$ cat src/rtl/arb_pkg.sv
// Shared definitions for the OR-bus arbiter: FSM state encoding and default sizes.
package arb_pkg;

    typedef enum logic {
        ST_IDLE = 1'b0,
        ST_LOCK = 1'b1
    } state_e;

    localparam int DEF_N = 4;
    localparam int DEF_W = 8;

endpackage

$ cat src/rtl/or_bus_arbiter_rr_pick.sv
// Rotating-priority first-one search: returns the first set request at or after ptr, modulo N.
module rr_pick
    import arb_pkg::*;
#(
    parameter int N = DEF_N,
    localparam int SW = $clog2(N)
) (
    input  logic [N-1:0]  req,
    input  logic [SW-1:0] ptr,
    output logic          found,
    output logic [SW-1:0] idx
);

    // Offsets are reduced mod N, so indices >= N (non-power-of-2 N) are never produced.
    always_comb begin
        found = 1'b0;
        idx   = '0;
        for (int k = 0; k < N; k++) begin
            if (!found && req[(int'(ptr) + k) % N]) begin
                found = 1'b1;
                idx   = SW'((int'(ptr) + k) % N);
            end
        end
    end

endmodule

$ cat src/rtl/or_bus_arbiter.sv
// Round-robin, packet-locked arbiter driving one AND-OR combined bus through a
// registered 1-entry output stage. busy mirrors the FSM state (1 in LOCK).
module or_bus_arbiter
    import arb_pkg::*;
#(
    parameter int N = DEF_N,
    parameter int W = DEF_W,
    localparam int SW = $clog2(N)
) (
    input  logic           clk,
    input  logic           rst_n,
    input  logic [N-1:0]   req_valid,
    input  logic [N*W-1:0] req_data,
    input  logic [N-1:0]   req_last,
    output logic [N-1:0]   req_ready,
    output logic           out_valid,
    output logic [W-1:0]   out_data,
    output logic           out_last,
    output logic [SW-1:0]  out_src,
    input  logic           out_ready,
    output logic           busy
);

    // Handshake: a beat moves on a side when valid & ready are both 1 at the rising edge;
    // valid never waits on ready, and ready may depend combinationally on the sink side.

    state_e        state, state_d;
    logic [SW-1:0] ptr, ptr_d;
    logic [SW-1:0] gnt_idx, gnt_idx_d;
    logic [N-1:0]  gnt;
    logic          stage_free;
    logic          accept;
    logic          pick_found;
    logic [SW-1:0] pick_idx;
    logic [W-1:0]  comb_data;

    rr_pick #(.N(N)) u_pick (
        .req   (req_valid),
        .ptr   (ptr),
        .found (pick_found),
        .idx   (pick_idx)
    );

    // Grant is one-hot only while locked, so the AND-OR bus never mixes sources.
    always_comb begin
        gnt = '0;
        if (state == ST_LOCK) begin
            gnt[gnt_idx] = 1'b1;
        end
    end

    assign stage_free = ~out_valid | out_ready;
    assign req_ready  = gnt & {N{stage_free}};
    assign accept     = |(req_valid & req_ready);
    assign busy       = (state == ST_LOCK);

    always_comb begin
        comb_data = '0;
        for (int i = 0; i < N; i++) begin
            comb_data = comb_data | (req_data[i*W +: W] & {W{gnt[i]}});
        end
    end

    always_ff @(posedge clk or negedge rst_n) begin
        if (!rst_n) begin
            state   <= ST_IDLE;
            ptr     <= '0;
            gnt_idx <= '0;
        end else begin
            state   <= state_d;
            ptr     <= ptr_d;
            gnt_idx <= gnt_idx_d;
        end
    end

    always_comb begin
        state_d   = state;
        ptr_d     = ptr;
        gnt_idx_d = gnt_idx;
        case (state)
            ST_IDLE: begin
                if (pick_found) begin
                    gnt_idx_d = pick_idx;
                    state_d   = ST_LOCK;
                end
            end
            ST_LOCK: begin
                if (accept && req_last[gnt_idx]) begin
                    state_d = ST_IDLE;
                    ptr_d   = (gnt_idx == SW'(N - 1)) ? '0 : gnt_idx + SW'(1);
                end
            end
            default: state_d = ST_IDLE;
        endcase
    end

    // Output stage: a load wins over a drain, giving gap-free streaming inside a packet.
    always_ff @(posedge clk or negedge rst_n) begin
        if (!rst_n) begin
            out_valid <= 1'b0;
            out_data  <= '0;
            out_last  <= 1'b0;
            out_src   <= '0;
        end else if (accept) begin
            out_valid <= 1'b1;
            out_data  <= comb_data;
            out_last  <= req_last[gnt_idx];
            out_src   <= gnt_idx;
        end else if (out_ready) begin
            out_valid <= 1'b0;
        end
    end

endmodule

$ cat config.mk
export PLATFORM = sky130hd
export DESIGN_NAME = or_bus_arbiter
export DESIGN_NICKNAME = d
export VERILOG_FILES = /design/src/rtl/arb_pkg.sv /design/src/rtl/or_bus_arbiter_rr_pick.sv /design/src/rtl/or_bus_arbiter.sv
export SDC_FILE = /design/constraint.sdc
export NUM_CORES = 1
export LEC_CHECK = 0
export CORE_MARGIN = 2
export CORE_UTILIZATION = 34
export CTS_CLUSTER_SIZE = 28
export DETAILED_ROUTE_END_ITERATION = 7
export HOLD_SLACK_MARGIN = 0.06
export PLACE_DENSITY_LB_ADDON = 0.25
export SLEW_MARGIN = 10
export SYNTH_ARGS = -nofsm -noshare
export SYNTH_HDL_FRONTEND = slang
export SYNTH_SLANG_ARGS = --single-unit
export TNS_END_PERCENT = 30
$ cat constraint.sdc
create_clock -name clk -period 1.93 [get_ports clk]
set_input_delay 0.193 -clock clk [delete_from_list [all_inputs] [get_ports clk]]
set_output_delay 0.193 -clock clk [all_outputs]
set_load 0.01 [all_outputs]
==> Yosys cells after proc, flatten, opt, wreduce, memory -nomap -nowiden <==
Index checks and enable logic that the tools add are counted.
{ "op_classes": {"reduce_logical": 15, "n_mux": 30, "eq_ne": 1, "order_cmp": 6, "n_addsub": 4, "bitwise": 15} }
{ "op_table": {"columns": ["op", "n"], "rows": [
  ["bitwise AND 8 bit", 4],
  ["bitwise OR 8 bit", 3],
  ["two-way mux 1 bit", 17],
  ["less-than comparator 3 x 4 -> 1 bit, second input constant", 3],
  ["binary-select mux 1 bit (select 2 bit)", 5],
  ["two-way mux 2 bit", 5],
  ["bitwise AND 4 bit", 2],
  ["less-than comparator 2 x 3 -> 1 bit, second input constant", 2],
  ["OR reduction 2 bit", 3],
  ["logical AND 1 bit", 5],
  ["adder 2 x 1 -> 2 bit, second input constant", 2],
  ["adder 2 bit, second input constant", 2],
  ["two-way mux 4 bit", 1],
  ["AND reduction 2 bit", 2],
  ["OR reduction 4 bit", 1],
  ["bitwise AND 1 bit, first input constant", 3],
  ["zero test 1 bit", 3],
  ["demux 1 bit (select 2 bit)", 1],
  ["== test 2 bit, second input constant", 1],
  [">= comparator 2 x 1 -> 1 bit, second input constant", 1],
  ["NOT 1 bit", 2],
  ["one-hot mux 1 bit (2 select lines)", 1],
  ["nonzero test 2 bit", 1],
  ["bitwise OR 1 bit", 1]
]} }
{ "totals": {"word_cells": 78, "in_bits": 43, "register_bits": 17} }

==> Longest topological paths before layout <==
Gate-level depths: netlist of the first run.
{ "logic_depth": {"depth_word": 16, "ltp_mapped": 8, "depth_no_buf": 6} }

==> Hierarchy <==
From an unflattened synthesis of the first run, not the netlist that was laid out.
{ "hier_totals": {"hier_cells": 111, "area_unflattened_um2": 1049.8} }
{ "modules_own_cells": {"columns": ["module", "cells_per_inst", "instances", "area_per_inst_um2", "seq_area_each_um2"], "rows": [
  ["or_bus_arbiter", 96, 1, 972.2, 425.4],
  ["rr_pick", 15, 1, 77.6, 0.0]
]} }

==> Least setup slack after synthesis of the first run <==
OpenSTA, ideal clock, no wires.
{ "synth_timing": {"path_type": "reg-to-reg", "start": "register gnt_idx[0]", "end": "register ptr[0]", "arrival_ns": 1.673, "setup_time_ns": 0.125, "path_stages_with_launch": 8, "path_slack_ns": 0.131, "path_cell_list": "dfrtp_1 -> inv_1 -> ha_1 -> buf_2 -> a22o_1 -> o211ai_4 -> nor2b_4 -> mux2_4"} }
{ "synth_between": {"elab_chain_cells": 10, "word_cells_on_any_way": 16} }
{ "synth_rtl": {"columns": ["element", "line", "source"], "rows": [
  ["start, declared", "or_bus_arbiter.sv:29", "logic [SW-1:0] gnt_idx, gnt_idx_d;"],
  ["start signal, assigned", "or_bus_arbiter.sv:72", "gnt_idx <= gnt_idx_d;"],
  ["less-than comparator 2 x 3 -> 1 bit (implied by the code) or >= comparator 2 x 1 -> 1 bit (tied branches)", "or_bus_arbiter.sv:48", "gnt[gnt_idx] = 1'b1;"],
  ["logical AND 1 bit (implied by the code)", "or_bus_arbiter.sv:48", null],
  ["two-way mux 1 bit (implied by the code)", "or_bus_arbiter.sv:48", null],
  ["demux 1 bit (select 2 bit)", "or_bus_arbiter.sv:48", null],
  ["two-way mux 4 bit", "or_bus_arbiter.sv:47", "if (state == ST_LOCK) begin"],
  ["bitwise AND 4 bit", "or_bus_arbiter.sv:53", "assign req_ready = gnt & {N{stage_free}};"],
  ["bitwise AND 4 bit", "or_bus_arbiter.sv:54", "assign accept = |(req_valid & req_ready);"],
  ["OR reduction 4 bit", "or_bus_arbiter.sv:54", null],
  ["logical AND 1 bit", "or_bus_arbiter.sv:88", "if (accept && req_last[gnt_idx]) begin"],
  ["AND reduction 2 bit (no source line)", null, null],
  ["end signal, assigned", "or_bus_arbiter.sv:71", "ptr <= ptr_d;"],
  ["end, declared", "or_bus_arbiter.sv:28", "logic [SW-1:0] ptr, ptr_d;"]
]} }
Parallel ways exist; a longest one is shown, timed or not. The select of a mux whose other input is x is not followed.
A chain may end at the register's enable or synchronous reset.

==> Worst setup path after layout of the first run <==
{ "layout_timing": {"start": "register gnt_idx[0]", "end": "output req_ready[1]"} }
{ "layout_between": {"elab_chain_cells": 6, "word_cells_on_any_way": 7} }
{ "layout_rtl": {"columns": ["element", "line", "source"], "rows": [
  ["less-than comparator 2 x 3 -> 1 bit (implied by the code) or >= comparator 2 x 1 -> 1 bit (tied branches)", "or_bus_arbiter.sv:48", null],
  ["logical AND 1 bit (implied by the code)", "or_bus_arbiter.sv:48", null],
  ["two-way mux 1 bit (implied by the code)", "or_bus_arbiter.sv:48", null],
  ["demux 1 bit (select 2 bit) (*)", "or_bus_arbiter.sv:48", null],
  ["two-way mux 4 bit (*)", "or_bus_arbiter.sv:47", null],
  ["bitwise AND 4 bit (*)", "or_bus_arbiter.sv:53", null],
  ["end, declared", "or_bus_arbiter.sv:15", "output logic [N-1:0] req_ready,"]
]} }
Mark *: on every way between the ends. The rest lies on a longest branch, timed or not.

==> results of run 1 <==
-- per-stage QoR --
stage / setup TNS (ps) / cell area, µm² / power [µW] / instances / setup slack (ps)
final: 0 / 1780 / 2390 / 203 / 50.9
after global routing: -38.3 / 1780 / 2580 / 203 / -38.3
after global placement: 0 / 1710 / 2110 / 195 / 148
after floorplan: 0 / 1060 / 1490 / 102 / 131
after detailed placement: 0 / 1710 / 2160 / 195 / 140
after CTS: 0 / 1760 / 2400 / 202 / 4.22
-- layout make-up --
type | count | area (µm²)
Inverter | 4 | 15.0
Multi-Input combinational cell | 75 | 589
Tap cell | 33 | 41.3
Clock buffer | 3 | 22.5
Sequential cell | 17 | 428
Fill cell | 276 | 1220
Clock inverter | 1 | 5.00
Timing Repair Buffer | 70 | 678
-- how the worst max path moves through the flow --
stage / startpoint / to / slack, ps
final: gnt_idx[0]$_DFFE_PN0P_ / req_ready[1] / 50
after global routing: gnt_idx[1]$_DFFE_PN0P_ / req_ready[1] / -40
after CTS: gnt_idx[0]$_DFFE_PN0P_ / req_ready[0] / 4
after detailed placement: out_ready / req_ready[3] / 140
after global placement: out_ready / req_ready[0] / 150
after floorplan: gnt_idx[0]$_DFFE_PN0P_ / ptr[0]$_DFFE_PN0P_ / 130
-- kinds of logic after synthesis --
family | count (synthesis) | synth area share (%)
buffers and inverters | 10 | 4.38
DFF | 17 | 40.3
adders and majority gates | 4 | 4.74
and+or+nand+nor | 28 | 14.1
muxes | 4 | 6.28
AOI/OAI and AO/OA | 39 | 30.2
-- power by group --
group | total (µW) | internal, µW | switching (µW)
registers | 661 | 524 | 137
clock network | 185 | 77.0 | 108
logic | 1540 | 852 | 691
-- Yosys cell counts, types with 3 or more instances --
library cell | count | area share [%]
a21oi_1 | 3 | 1.4
a221oi_1 | 8 | 6.6
a22o_1 | 11 | 9.1
and3_1 | 4 | 2.4
buf_2 | 4 | 1.9
dfrtp_1 | 17 | 40
ha_1 | 4 | 4.7
inv_1 | 3 | 1.1
nand2_1 | 12 | 4.3
nor2b_1 | 3 | 1.8
o21ai_0 | 3 | 1.4
o31ai_1 | 8 | 5.7
-- per-layer routing --
metal | vias up | share of wire [%] | wire, µm
met5 | - | 0 | 0
met4 | 0 | 0.55 | 18
met3 | 2 | 7.4 | 241
met2 | 42 | 50 | 1610
met1 | 529 | 42 | 1380
li1 | 534 | - | -
-- sequential cells by signal, indices dropped and copies added (netlist names) --
register	cells
out_last	1
busy	1
out_data	8
out_src	2
out_valid	1
ptr	2
gnt_idx	2
-- worst max-delay path: cells and delay by family, from the launching register on --
kind / cells / cell delay, ps
flops: 1 / 420
fa+ha+maj: 1 / 190
buf+inv: 2 / 650
simple gates: 1 / 150
-- repair_timing --
item | in CTS | in global routing
resized for setup | 3 | 4
setup endpoints to repair | 3 | 4
buffers inserted | 3 | 1
gates cloned | 0 | 0
==> impl_metrics.toml, run 1 <==
[setup_path]
worst_ep_required_time_ps = 1740
worstPathCellList = "buf_4 > ha_2 > and3_1 > clkdlybuf4s50_1"
timing.critical_path.fanout_max = 6
setup.reg_to_reg.worst_slack_ps = 200
crit_path_top_delay_cell = "clkdlybuf4s50_1"
timing_worst_setup_path_type = "flop to output pin"
critical_path.reg2reg.endpoint = "out_data[4]$_DFFE_PN0P_"
reg2regPathDepth = 7
regToRegStartpoint = "gnt_idx[0]$_DFFE_PN0P_"
worst_ep_arrival_time_ps = 1690
cp_startpoint_kind = "flop"
crit_path_max_incr_delay_ps = 530
critPathCaptureType = "output pin"

[route]
wire_per_inst_um = 16.0
dr.pass1.iters = 4
drt.antenna.violating_nets = 0
number_of_vias_after_detailed_routing = 1107
remaining_drc_errors = 0
drtIter0Drc = 33
totalWireLength_um = 3250
routed_via_density = 5.45

[cts]
cts_tree = "done"
cts_hold_buf = 0
h-tree-depth = 1
clkTransAtPathRegs_ps = 100
buffer_cell_driving_the_clock_tree_root = "clkbuf_4"
clkLatencyLatePin_ps = 290
cts_num_sinks = 17
ctsLongestPathBuffers = 2
cts_bufs_inserted = 3

[finish]
layout_commonest_cell = "clkdlybuf4s50_1"
drive_gt1_share_pct = 14.7
layout.nets = 218
most-common-layout-cells = "57 x clkdlybuf4s50_1, 15 x dfrtp_1, 12 x nand2_1, 11 x a22o_1, 11 x buf_4"
antenna_cells = 0
final_core_utilization_pct = 59.3
syn2layout_area_growth_pct = 68.5

[placement]
routabilityCongestion = 0.818
port_buffers = 59
dpl.hpwl_um = 2510

[logic_synthesis]
synth.yosys.warnings = 0
primary_ff_master_synth = "dfrtp_1"
synth_fp_nets = 149
synth-edff-count = 0
synth.avg_cell_area_um2 = 10.4
sequential_area_share_after_synthesis_pct = 40.3
synth_cell_types = 31
syn_inst = 102
postSynth.asyncResetShare_pct = 100
ys_ff_latch = 17
synth.cell_area_um2 = 1060

[grt]
number_of_antenna_violations_at_the_first_check_in_global_routing = 0
gr-usage-met1_pct = 21.3
grt-busiest-layer = "met2"
grt.overflow.total = 0
grt_pass1_wl_um = 4920
use_met3_pct = 5.84
first_global_vias = 1083
groute.layer.met2.usage_pct = 33.7
grt_max_degree = 18
global_route.usage.total_pct = 18.4

[sta]
rsz_0062_raised_after_global_routing = "yes"
finalSetupViolCount = 0
timing.slew.headroom_pct = 78.4
report.final.hold_viol_count = 0
holdWs_ps = 208
post_layout_min_period_ps = 1880
layout_worst_path_cycle_share_pct = 97.4
achievable-frequency_ghz = 0.532
timing_max_transition_violations_final = 0
timing.clock.skew_ps = 6.40
worst_slew_pin_tran_ps = 322

[flow_run]
maxCapViolations = 0

[floorplanning]
die_height_um = 59.7
die_width_um = 59.7
coreArea_um2 = 3000
num_rows = 20
initial_core_util_pct = 35.2
die_area_um2 = 3570
design.portCount = 60

[power_and_ir_drop]
vdd_ir_drop_max_mv = 0.759
cellLeakagePower_uw = 0.000774
power.density_nw_per_um2 = 1340

[worst_hold_path]
holdCritPathClass = "input pin to asynchronous set/reset pin"

[outcome]
result_of_the_run = "complete, no violations"
(Power assumes the default switching activity.)
==> inputs of run 2 (changes only) <==
- PLACE_DENSITY_LB_ADDON: 0.25 -> 0.2
==> impl_metrics.toml, run 2 (synthesis results as in run 1) <==
[outcome]
result_of_the_run = "complete, no violations"

[finish]
syn2layout_area_growth_pct = 70.0
layout_commonest_cell = "clkdlybuf4s50_1"
area.sequential_um2 = 428
multi_input_logic_area_um2 = 604
layout.nets = 219
largest-register = "out_data"
drive_gt1_share_pct = 15.8
final_standard_cell_count_with_taps_included_and_fillers_excluded = 204
antenna_cells = 0
largest_register_ff_count = 8
nFillCells = 269
final_core_utilization_pct = 59.8
most-common-layout-cells = "56 x clkdlybuf4s50_1, 15 x dfrtp_1, 12 x nand2_1, 12 x buf_4, 11 x a22o_1"

[power_and_ir_drop]
cellLeakagePower_uw = 0.000768
power.density_nw_per_um2 = 1350
power_report.internal_total_uw = 1470
comb_power_share_pct = 64.9
clkPwrFrac_pct = 8.0
power.switching_uw = 947
vdd_ir_drop_max_mv = 0.606
sequentialPowerShare_pct = 27.1
report.power.total_uw = 2420
power.share.switching_pct = 39.1

[sta]
finalSetupViolCount = 0
layout_worst_path_cycle_share_pct = 98.2
timing.clock.skew_ps = 1.20
setup_ws_ps = 34.7
achievable-frequency_ghz = 0.528
timing_max_transition_violations_final = 0
report.final.hold_viol_count = 0
timing.slew.headroom_pct = 79.2
rsz_0062_raised_after_global_routing = "yes"
worst_slew_pin_tran_ps = 312
post_layout_min_period_ps = 1900

[setup_path]
critPathCaptureType = "output pin"
worstPathCellList = "ha_2 > and3_1 > clkdlybuf4s50_1"
crit_path_top_delay_cell = "clkdlybuf4s50_1"
timing_worst_setup_path_type = "flop to output pin"
regToRegStartpoint = "gnt_idx[0]$_DFFE_PN0P_"
worst_ep_required_time_ps = 1740
cp_startpoint_kind = "flop"
timing.critical_path.fanout_max = 7
timing.critical_path.from = "gnt_idx[1]$_DFFE_PN0P_"
worst_ep_arrival_time_ps = 1700
crit_path_max_incr_delay_ps = 540

[flow_run]
maxCapViolations = 0

[cts]
cts_tree = "done"
ctsLongestPathBuffers = 2
cts_bufs_inserted = 3
clkTransAtPathRegs_ps = 100
h-tree-depth = 1
clkLatencyLatePin_ps = 290
buffer_cell_driving_the_clock_tree_root = "clkbuf_4"
cts_num_sinks = 17

[floorplanning]
die_area_um2 = 3570
num_rows = 20
die_width_um = 59.7
initial_core_util_pct = 35.2
coreArea_um2 = 3000
die_height_um = 59.7
design.portCount = 60

[route]
wire_per_inst_um = 16.0
dr.pass1.iters = 4
totalWireLength_um = 3270
drtIter0Drc = 22
drt.antenna.violating_nets = 0
remaining_drc_errors = 0
number_of_vias_after_detailed_routing = 1096
routed_via_density = 5.37

[grt]
number_of_antenna_violations_at_the_first_check_in_global_routing = 0
grt_max_degree = 23
global_route.usage.total_pct = 19.2
first_global_vias = 1072
grt_pass1_wl_um = 5060
grt.overflow.total = 0

[placement]
routabilityCongestion = 0.818
port_buffers = 59
setup_slack_at_placement_ps = 146
placed_cells_incl_taps = 198
dpl.hpwl_um = 2680

[worst_hold_path]
holdCritPathClass = "input pin to asynchronous set/reset pin"
[run 2: changes by cell type in the layout (fill, tap and decap cells not counted), sizes merged]
cell,change
buf,+1
clkbuf,+1
dlymetal6s2s,-1
clkdlybuf4s50,-1
clkinv,-1
dlygate4sd2,+2
[run 2: worst max-delay path: cells and delay by family, from the launching register on]
family	cells	cell delay, ps
fa+ha+maj	1	280
buf+inv	1	540
flops	1	430
simple gates	1	170
[run 2: worst paths after layout]
path                                           endpoint  slack (ps)  depth (start not counted)
min in group clk                   out_last$_DFFE_PN0P_         490                          1
worst min-delay path             out_src[1]$_DFFE_PN0P_         210                          2
worst max-delay path                       req_ready[3]          30                          3
worst min register to register     out_last$_DFFE_PN0P_         490                          1
worst max register to register  out_data[5]$_DFFE_PN0P_         230                          7
max in group asynchronous        gnt_idx[0]$_DFFE_PN0P_        1510                          2
[run 2: final cells by class]
cell class / instances / share of cell area, %
Multi-Input combinational cell: 75 / 33.7
Tap cell: 33 / 2.30
Sequential cell: 17 / 23.8
Timing Repair Buffer: 71 / 37.9
Clock buffer: 4 / 1.46
Inverter: 4 / 0.836
[run 2: timing repair]
item | 4_1_cts | 5_1_grt
pin swaps | 0 | 0
hold buffers | 0 | 0
resized for setup | 10 | 1
setup buffers | 2 | 0
setup endpoints to repair | 4 | 2
[run 2: through the flow]
step                      instance area [µm²]  hold WS (ps)  setup TNS (ps)
after floorplan                          1060          -103               0
after global placement                   1730           460               0
after detailed placement                 1730           469               0
after CTS                                1790           219               0
after global routing                     1800           249           -28.7
final                                    1800           213               0
[run 2: layer usage]
metal	wire length, µm	up-vias	GRT usage, %
li1	-	537	-
met4	41	0	6.67
met1	1390	520	23.7
met2	1650	35	34.3
met3	181	4	1.95
met5	0	-	0
[run 2: power groups by stage]
stage | Combinational (µW) | Sequential [µW] | Clock (µW)
detailed placement | 1540 | 664 | 0
floorplan | 801 | 691 | 0
finish | 1570 | 656 | 193
global placement | 1500 | 655 | 0
CTS | 1590 | 656 | 198
global route | 1710 | 680 | 219
==> inputs of run 3 (changes only) <==
- CORE_UTILIZATION: 34 -> 45
- DONT_BUFFER_PORTS: not set -> 1
==> impl_metrics.toml, run 3 (synthesis results as in run 1) <==
[cts]
buffer_cell_driving_the_clock_tree_root = "clkbuf_4"
cts_tree = "done"
cts_num_sinks = 17
clkLatencyLatePin_ps = 300
ctsLongestPathBuffers = 2
cts_bufs_inserted = 3
clkTransAtPathRegs_ps = 110
h-tree-depth = 1

[finish]
final_core_utilization_pct = 51.3
layout.nets = 154
final_standard_cell_count_with_taps_included_and_fillers_excluded = 134
largest_register_ff_count = 8
layout_commonest_cell = "dfrtp_1"
drive_gt1_share_pct = 13.2
largest-register = "out_data"
antenna_cells = 0
most-common-layout-cells = "17 x dfrtp_1, 12 x nand2_1, 11 x a22o_1, 8 x a221oi_1, 8 x o31ai_1"
syn2layout_area_growth_pct = 7.46

[setup_path]
timing.critical_path.fanout_max = 22
worst_ep_required_time_ps = 2120
cp_startpoint_kind = "flop"
critPathCaptureType = "flop"
worst_ep_arrival_time_ps = 1930
timing_worst_setup_path_type = "flop to flop"

[sta]
timing.clock.skew_ps = 12.0
layout_worst_path_cycle_share_pct = 89.9
post_layout_min_period_ps = 1740
report.final.hold_viol_count = 0
timing_max_transition_violations_final = 0
timing.slew.headroom_pct = 48.9
rsz_0062_raised_after_global_routing = "no"
achievable-frequency_ghz = 0.576
setup_ws_ps = 195
worst_slew_pin_tran_ps = 764
finalSetupViolCount = 0
total_negative_setup_slacks_ps = 0

[route]
wire_per_inst_um = 19.1
drtIter0Drc = 20
wl_met2_um = 1140
wl_met1_um = 1140
drt.antenna.violating_nets = 0
met3WireLength_um = 222
number_of_vias_after_detailed_routing = 860
dr.max_layer_used = "met4"
totalWireLength_um = 2560
remaining_drc_errors = 0
dr.pass1.iters = 4
routed_via_density = 6.42

[power_and_ir_drop]
vdd_ir_drop_max_mv = 0.768
cellLeakagePower_uw = 0.000498
power.density_nw_per_um2 = 1690

[flow_run]
maxCapViolations = 0

[outcome]
result_of_the_run = "complete, no violations"

[worst_hold_path]
holdCritPathClass = "input pin to flop"

[floorplanning]
initial_core_util_pct = 47.7
die_width_um = 52.4
design.portCount = 60
die_height_um = 52.4
coreArea_um2 = 2210
num_rows = 17
die_area_um2 = 2750

[placement]
placed_cells_incl_taps = 129
setup_slack_at_placement_ps = 192
routabilityCongestion = 0.834
port_buffers = 0
dpl.hpwl_um = 1980

[grt]
first_global_vias = 854
number_of_antenna_violations_at_the_first_check_in_global_routing = 0
grt_pass1_wl_um = 4000
grt.overflow.total = 0
global_route.usage.total_pct = 20.1
grt_max_degree = 23
## run 3: final timing paths
| kind | slack [ps] | from | endpoint | depth (start not counted) |
|---|---|---|---|---|
| worst max-delay path | 190 | gnt_idx[0]$_DFFE_PN0P_ | out_data[4]$_DFFE_PN0P_ | 7 |
| worst min-delay path | 100 | req_valid[3] | busy$_DFF_PN0_ | 2 |
| worst max register to register | 190 | gnt_idx[0]$_DFFE_PN0P_ | out_data[4]$_DFFE_PN0P_ | 7 |
| worst min register to register | 560 | out_data[2]$_DFFE_PN0P_ | out_data[2]$_DFFE_PN0P_ | 2 |
| max in group asynchronous | 1040 | rst_n | gnt_idx[0]$_DFFE_PN0P_ | 1 |
| min in group asynchronous | 400 | rst_n | out_valid$_DFFE_PN0P_ | 1 |
## run 3: critical path, cell delays in order, from the launching register on
cell	delay, ps
dfrtp_1	450
inv_1	100
ha_1	220
a22o_1	240
o211ai_4	220
buf_4	270
nand2_1	80
o31ai_1	70
## run 3: metrics by stage
stage          total power, µW  hold WS [ps]  instance area, µm²
2_1_floorplan             1490          -103                1060
3_3_place_gp              1700          -102                1100
3_5_place_dp              1730          -102                1100
4_1_cts                   1930          94.9                1130
5_1_grt                   2100           110                1130
6_report                  1910           104                1130
## run 3: power by group
| part | leakage, µW | internal, µW | switching [µW] |
|---|---|---|---|
| sequential | 0.000210 | 520 | 210 |
| combinational | 0.000271 | 474 | 517 |
| clock | 0.0000177 | 77.1 | 114 |
## run 3: what timing repair did
| action | in CTS | in global routing |
|---|---|---|
| resized for setup | 0 | 0 |
| setup buffers | 0 | 0 |
| hold endpoints to repair | 17 | 0 |
| hold buffers | 1 | 0 |
## run 3: layout make-up
type                            instances  area, µm²
Timing Repair Buffer                    6       47.5
Fill cell                             216       1080
Inverter                                4       15.0
Clock buffer                            3       22.5
Sequential cell                        17        425
Multi-Input combinational cell         75        584
Clock inverter                          1       5.00
Tap cell                               28       35.0
## run 3: metal layers
layer / global-route usage, % / vias up
met1: 27.6 / 410
met3: 3.71 / 5
li1: - / 403
met2: 29.4 / 42
met5: 0 / -
met4: 11.5 / 0
